### src/rtl/wb_gpio_master_if.sv
// rtl/wb_gpio_master_if.sv - Wishbone classic bus bundle between the GPIO master and its slaves.
interface wb_gpio_master_if #(
  parameter int ADDR_WIDTH = 5,
  parameter int DATA_WIDTH = 32
) ();
  logic                  wb_cyc_o;
  logic                  wb_stb_o;
  logic                  wb_we_o;
  logic [ADDR_WIDTH-1:0] wb_adr_o;
  logic [DATA_WIDTH-1:0] wb_dat_o;
  logic [DATA_WIDTH-1:0] wb_dat_i;
  logic                  wb_ack_i;

  modport master (
    output wb_cyc_o, wb_stb_o, wb_we_o, wb_adr_o, wb_dat_o,
    input  wb_dat_i, wb_ack_i
  );

  modport slave (
    input  wb_cyc_o, wb_stb_o, wb_we_o, wb_adr_o, wb_dat_o,
    output wb_dat_i, wb_ack_i
  );
endinterface

### src/rtl/wb_gpio_master.sv
// rtl/wb_gpio_master.sv - Single-outstanding Wishbone classic initiator with ack watchdog.
module wb_gpio_master #(
  parameter int ADDR_WIDTH     = 5,
  parameter int DATA_WIDTH     = 32,
  parameter int TIMEOUT_CYCLES = 16
) (
  input  logic                  clk_sys_i,
  input  logic                  rst_n_i,
  input  logic                  cmd_valid_i,
  output logic                  cmd_ready_o,
  input  logic                  cmd_we_i,
  input  logic [ADDR_WIDTH-1:0] cmd_adr_i,
  input  logic [DATA_WIDTH-1:0] cmd_dat_i,
  output logic                  rsp_valid_o,
  input  logic                  rsp_ready_i,
  output logic [DATA_WIDTH-1:0] rsp_dat_o,
  output logic                  rsp_err_o,
  output logic                  busy_o,
  wb_gpio_master_if.master      wb
);

  typedef enum logic [1:0] {IDLE, BUS, RESP, GAP} state_t;

  localparam logic [7:0] CNT_LAST = 8'(TIMEOUT_CYCLES - 1);

  state_t                state_q;
  logic [7:0]            cnt_q;
  logic                  cmd_ready_q;
  logic                  busy_q;
  logic                  cyc_q;
  logic                  we_q;
  logic [ADDR_WIDTH-1:0] adr_q;
  logic [DATA_WIDTH-1:0] dat_q;
  logic                  rsp_valid_q;
  logic [DATA_WIDTH-1:0] rsp_dat_q;
  logic                  rsp_err_q;
  logic                  cmd_accept;

  assign cmd_accept = cmd_valid_i && cmd_ready_q;

  always_ff @(posedge clk_sys_i or negedge rst_n_i) begin
    if (!rst_n_i) begin
      state_q     <= IDLE;
      cnt_q       <= '0;
      cmd_ready_q <= 1'b0;
      busy_q      <= 1'b0;
      cyc_q       <= 1'b0;
      we_q        <= 1'b0;
      adr_q       <= '0;
      dat_q       <= '0;
      rsp_valid_q <= 1'b0;
      rsp_dat_q   <= '0;
      rsp_err_q   <= 1'b0;
    end else begin
      case (state_q)
        IDLE: begin
          if (cmd_accept) begin
            cmd_ready_q <= 1'b0;
            busy_q      <= 1'b1;
            cyc_q       <= 1'b1;
            we_q        <= cmd_we_i;
            adr_q       <= cmd_adr_i;
            dat_q       <= cmd_dat_i;
            cnt_q       <= '0;
            state_q     <= BUS;
          end else begin
            cmd_ready_q <= 1'b1;
          end
        end
        // Ack is tested first so an ack on the final watchdog cycle still completes cleanly.
        BUS: begin
          if (wb.wb_ack_i) begin
            cyc_q       <= 1'b0;
            rsp_dat_q   <= we_q ? '0 : wb.wb_dat_i;
            rsp_err_q   <= 1'b0;
            rsp_valid_q <= 1'b1;
            state_q     <= RESP;
          end else if (cnt_q == CNT_LAST) begin
            cyc_q       <= 1'b0;
            rsp_dat_q   <= '0;
            rsp_err_q   <= 1'b1;
            rsp_valid_q <= 1'b1;
            state_q     <= RESP;
          end else begin
            cnt_q <= cnt_q + 8'd1;
          end
        end
        RESP: begin
          if (rsp_ready_i) begin
            rsp_valid_q <= 1'b0;
            state_q     <= GAP;
          end
        end
        // One dead cycle lets a slave's registered, stale ack drain before the next strobe.
        GAP: begin
          busy_q      <= 1'b0;
          cmd_ready_q <= 1'b1;
          state_q     <= IDLE;
        end
        default: state_q <= IDLE;
      endcase
    end
  end

  assign cmd_ready_o = cmd_ready_q;
  assign busy_o      = busy_q;
  assign rsp_valid_o = rsp_valid_q;
  assign rsp_dat_o   = rsp_dat_q;
  assign rsp_err_o   = rsp_err_q;
  assign wb.wb_cyc_o = cyc_q;
  assign wb.wb_stb_o = cyc_q;
  assign wb.wb_we_o  = we_q;
  assign wb.wb_adr_o = adr_q;
  assign wb.wb_dat_o = dat_q;

endmodule
### src/flat_wrapper.sv
// flat-port wrapper written by rule: the top's interface ports become plain ports
module wb_gpio_master_flat 
#(
  parameter int ADDR_WIDTH     = 5,
  parameter int DATA_WIDTH     = 32,
  parameter int TIMEOUT_CYCLES = 16
)
  (clk_sys_i, rst_n_i, cmd_valid_i, cmd_ready_o, cmd_we_i, cmd_adr_i, cmd_dat_i, rsp_valid_o, rsp_ready_i, rsp_dat_o, rsp_err_o, busy_o, wb_wb_cyc_o, wb_wb_stb_o, wb_wb_we_o, wb_wb_adr_o, wb_wb_dat_o, wb_wb_dat_i, wb_wb_ack_i);
  wb_gpio_master_if #(.ADDR_WIDTH(ADDR_WIDTH), .DATA_WIDTH(DATA_WIDTH)) wb_i ();
  input  logic clk_sys_i;
  input  logic rst_n_i;
  input  logic cmd_valid_i;
  output logic cmd_ready_o;
  input  logic cmd_we_i;
  input  logic [ADDR_WIDTH-1:0] cmd_adr_i;
  input  logic [DATA_WIDTH-1:0] cmd_dat_i;
  output logic rsp_valid_o;
  input  logic rsp_ready_i;
  output logic [DATA_WIDTH-1:0] rsp_dat_o;
  output logic rsp_err_o;
  output logic busy_o;
  output wire logic [$bits(wb_i.wb_cyc_o)-1:0] wb_wb_cyc_o;
  output wire logic [$bits(wb_i.wb_stb_o)-1:0] wb_wb_stb_o;
  output wire logic [$bits(wb_i.wb_we_o)-1:0] wb_wb_we_o;
  output wire logic [$bits(wb_i.wb_adr_o)-1:0] wb_wb_adr_o;
  output wire logic [$bits(wb_i.wb_dat_o)-1:0] wb_wb_dat_o;
  input wire logic [$bits(wb_i.wb_dat_i)-1:0] wb_wb_dat_i;
  input wire logic [$bits(wb_i.wb_ack_i)-1:0] wb_wb_ack_i;
  assign wb_wb_cyc_o = wb_i.wb_cyc_o;
  assign wb_wb_stb_o = wb_i.wb_stb_o;
  assign wb_wb_we_o = wb_i.wb_we_o;
  assign wb_wb_adr_o = wb_i.wb_adr_o;
  assign wb_wb_dat_o = wb_i.wb_dat_o;
  assign wb_i.wb_dat_i = wb_wb_dat_i;
  assign wb_i.wb_ack_i = wb_wb_ack_i;
  wb_gpio_master #(.ADDR_WIDTH(ADDR_WIDTH), .DATA_WIDTH(DATA_WIDTH), .TIMEOUT_CYCLES(TIMEOUT_CYCLES)) u_core (.clk_sys_i(clk_sys_i), .rst_n_i(rst_n_i), .cmd_valid_i(cmd_valid_i), .cmd_ready_o(cmd_ready_o), .cmd_we_i(cmd_we_i), .cmd_adr_i(cmd_adr_i), .cmd_dat_i(cmd_dat_i), .rsp_valid_o(rsp_valid_o), .rsp_ready_i(rsp_ready_i), .rsp_dat_o(rsp_dat_o), .rsp_err_o(rsp_err_o), .busy_o(busy_o), .wb(wb_i));
endmodule
### config.mk
export PLATFORM = sky130hd
export DESIGN_NAME = wb_gpio_master_flat
export DESIGN_NICKNAME = d
export VERILOG_FILES = /design/src/rtl/wb_gpio_master_if.sv /design/src/rtl/wb_gpio_master.sv /design/src/flat_wrapper.sv
export SDC_FILE = /design/constraint.sdc
export NUM_CORES = 1
export LEC_CHECK = 0
export ABC_AREA = 1
export CORE_UTILIZATION = 35
export CTS_CLUSTER_DIAMETER = 80
export CTS_CLUSTER_SIZE = 25
export DETAILED_ROUTE_END_ITERATION = 8
export GPL_TIMING_DRIVEN = 0
export HOLD_SLACK_MARGIN = 0.15
export PLACE_DENSITY = 0.67
export SETUP_SLACK_MARGIN = 0.02
export SLEW_MARGIN = 10
export SYNTH_ARGS = -nofsm -noshare
export SYNTH_HDL_FRONTEND = slang
export SYNTH_SLANG_ARGS = --single-unit
### constraint.sdc
create_clock -name clk_sys_i -period 2 [get_ports clk_sys_i]
set_clock_uncertainty 0.1 [all_clocks]
set_input_delay 0.2 -clock clk_sys_i [delete_from_list [all_inputs] [get_ports clk_sys_i]]
set_output_delay 0.2 -clock clk_sys_i [all_outputs]
set_load 0.005 [all_outputs]
==> results_dict.tcl <==
set metrics [dict create \
    synthCells 418 \
    p_total_uw 7143 \
    clkTransAtPathRegs_ps 80 \
    max_cap_viol_count 0 \
    numClockSinks 85 \
    cts_max_level 3 \
    dpl.hpwl_um 6745 \
    insertion_delay_ps 350 \
    cts_tree "built" \
    drt_wl_total_um 9236 \
    drtIter0Drc 240 \
    p_leak_uw 0.002775 \
    viasPerCell 4.569 \
    fin_util_pct 54.67 \
    cp.arrival_ps 1950 \
    ant_nets 0 \
    setup_ws_ps 191.5 \
    hold_viol 0 \
    worst_pin_slew_ps 425.3 \
    die_h_um 105.0 \
    post-route-period-util_pct 90.42 \
    yosys-top-cells-count "nand2_1, dfrtp_1, nand3_1" \
    hold_class "in -> async" \
    overflow 0 \
    synthDominantCellAreaShare_pct 57.30 \
    cp-start-kind "flip-flop" \
    power-per-cell-area_nw_per_um2 1266 \
    cp.required_ps 2140 \
    post-route-drc-count 0 \
    initial_core_util_pct 35.96 \
    synth.most_common_cell "nand2_1" \
    synth_nets 498 \
    grt_setup_unrepaired "true" \
    drive_above_1_share_pct 8.362 \
    cts_inserted_buffers 9 \
    slew_headroom_pct 71.65 \
    die_w_um 105.0 \
    io_pins 151 \
    ys_seq_area_share_pct 57.30 \
    cts_resized 0 \
    fmax_ghz 0.5530 \
    crit_top_cell "inv_1" \
    synth_top_cell_by_area "dfrtp_1" \
    fillers 929 \
    reg2regPathDepth 8 \
    die-area_um2 11020 \
    place_ws_ps 185.4 \
    yosys_warnings 0 \
    place_congestion 0.8441 \
    path_cells "inv_1 -> ha_1 -> inv_1 -> o21ai_2 -> nand3_4 -> buf_6 -> nand2_1 -> o21ai_0" \
    vias 3299 \
    critPathSlowestCell "dfrtp_1" \
    setup_violations 0 \
    ir_worst_vdd_v 0.0005196 \
    grt_pass1_wl_um 15290 \
    r2r_start "u_core.state_q[1]$_DFFE_PN0P_" \
    cp-end-kind "flip-flop" \
    status "finished clean" \
    syn_area_um2 3712 \
    num_rows 37 \
    port_buffers 150 \
    r2r_slack_ps 190 \
    synth_flop_cell "dfrtp_1" \
    area_growth_pct 52.04 \
    drtPass1Iterations 4 \
    cts_root_buf "clkbuf_8" \
    yosys-top-cells-area "dfrtp_1, nand2_1, nand3_1" \
    cts_buffer_depth 2 \
    finalMaxSlewViolations 0 \
    ys_types 27 \
    grt_pass1_vias 3130 \
    coreArea_um2 10320 \
    min_period_ps 1808 \
    syn_area_per_cell_um2 8.881 \
    track_usage_pct 17.49 \
    synth_edf_count 0 \
    insertedDiodeCount 0 \
    critPathMaxFanout 10 \
    path_class "reg -> reg" \
    postCtsSetupBuffers 0 \
    grt_max_degree 57 \
    synth-seq-cells 85 \
    fin_nets 661 \
    slowest_delay_ps 420 \
    r2r-end "u_core.cnt_q[4]$_DFFE_PN0P_" \
    post_drt_wl_per_cell_um 12.79 \
    antenna_found_initial 0 \
    async_reset_ff_share_pct 100.0 \
]
## where the power goes
| group | internal, uW | switching [uW] | leakage, uW | total, uW |
|---|---|---|---|---|
| Combinational | 1740 | 1350 | 0.00156 | 3090 |
| Clock | 768 | 594 | 0.000116 | 1360 |
| Sequential | 2340 | 352 | 0.00110 | 2690 |
| Total | 4850 | 2300 | 0.00278 | 7140 |
## logic make-up (layout without fill, tap and decap cells)
group / count (synthesis) / in the layout / synth area share (%)
simple gates: 272 / 272 / 30.91
flops: 85 / 85 / 57.30
buf+inv: 33 / 201 / 6.572
compound gates: 23 / 23 / 3.539
fa+ha+maj: 5 / 5 / 1.685
## through the flow
stage	cells	setup TNS (ps)	instance area (um^2)	hold slack, ps
after detailed placement	705	0	5409	61.88
after global placement	704	-215160	5384	360.4
after CTS	722	0	5644	212.0
final	722	0	5644	206.6
after floorplan	418	0	3712	-195.6
after global routing	722	-7.343	5644	241.3
## state kept, by name, summed over array words and instances, names as in the netlist
register            count
u_core.wb.wb_cyc_o      1
u_core.rsp_valid_o      1
u_core.rsp_err_o        1
u_core.cmd_ready_o      1
u_core.wb.wb_we_o       1
u_core.cnt_q            8
u_core.state_q          2
u_core.rsp_dat_o       32
u_core.busy_o           1
u_core.wb.wb_adr_o      5
u_core.wb.wb_dat_o     32
## routing by layer
| layer | vias to the layer above | wire, um | global-route usage (%) |
|---|---|---|---|
| met5 | - | 0 | 0 |
| met4 | 0 | 157 | 7.243 |
| met3 | 12 | 721 | 4.803 |
| met2 | 123 | 4157 | 27.11 |
| met1 | 1526 | 4200 | 23.07 |
| li1 | 1638 | - | - |
## area by class of cell
| cell class | count | area, um^2 | area share [%] |
|---|---|---|---|
| Inverter | 13 | 48.80 | 0.8646 |
| Sequential cell | 85 | 2127 | 37.69 |
| Timing Repair Buffer | 152 | 1536 | 27.22 |
| Multi-Input combinational cell | 300 | 1341 | 23.76 |
| Tap cell | 136 | 170.2 | 3.015 |
| Buffer | 20 | 195.2 | 3.458 |
| Clock buffer | 12 | 155.1 | 2.749 |
| Clock inverter | 4 | 70.07 | 1.241 |
## worst max-delay path by stage
stage                     slack, ps  cells past startpoint                           endpoint                     startpoint
after detailed placement        190                      6   u_core.rsp_dat_o[19]$_DFFE_PN0P_                    wb_wb_ack_i
after floorplan                 440                      8        u_core.cnt_q[4]$_DFFE_PN0P_  u_core.state_q[1]$_DFFE_PN0P_
after CTS                       170                      8        u_core.cnt_q[5]$_DFFE_PN0P_  u_core.state_q[1]$_DFFE_PN0P_
after global routing             -7                      8        u_core.cnt_q[5]$_DFFE_PN0P_  u_core.state_q[1]$_DFFE_PN0P_
final                           190                      8        u_core.cnt_q[4]$_DFFE_PN0P_  u_core.state_q[1]$_DFFE_PN0P_
after global placement        -2540                      1  u_core.wb.wb_dat_o[2]$_DFFE_PN0P_                        rst_n_i
## cell usage in the layout (no fill, tap or decap), drive strengths merged
cell type / netlist / final
a21oi: 3 / 3
a2bb2oi: 1 / 1
buf: 14 / 16
bufbuf: 3 / 3
bufinv: 0 / 2
clkbuf: 3 / 15
clkdlybuf4s50: 0 / 149
clkinv: 0 / 2
dfrtp: 85 / 85
dlygate4sd3: 0 / 1
ha: 5 / 5
inv: 13 / 13
nand2: 217 / 217
nand3: 42 / 42
nand4: 1 / 1
nor2: 11 / 11
o211ai: 1 / 1
o21a: 1 / 1
o21ai: 17 / 17
or2: 1 / 1
## critical path: cells and delay by family, from the launching register on
family | cells | cell delay, ps
buf+inv | 3 | 400
simple gates | 2 | 190
compound gates | 2 | 330
flops | 1 | 420
fa+ha+maj | 1 | 240
## timing repair
item,4_1_cts,5_1_grt
endpoints found under the setup margin,0,1
hold buffers,1,0
hold endpoints to repair,85,0
Power figures use the tool's default switching activity.
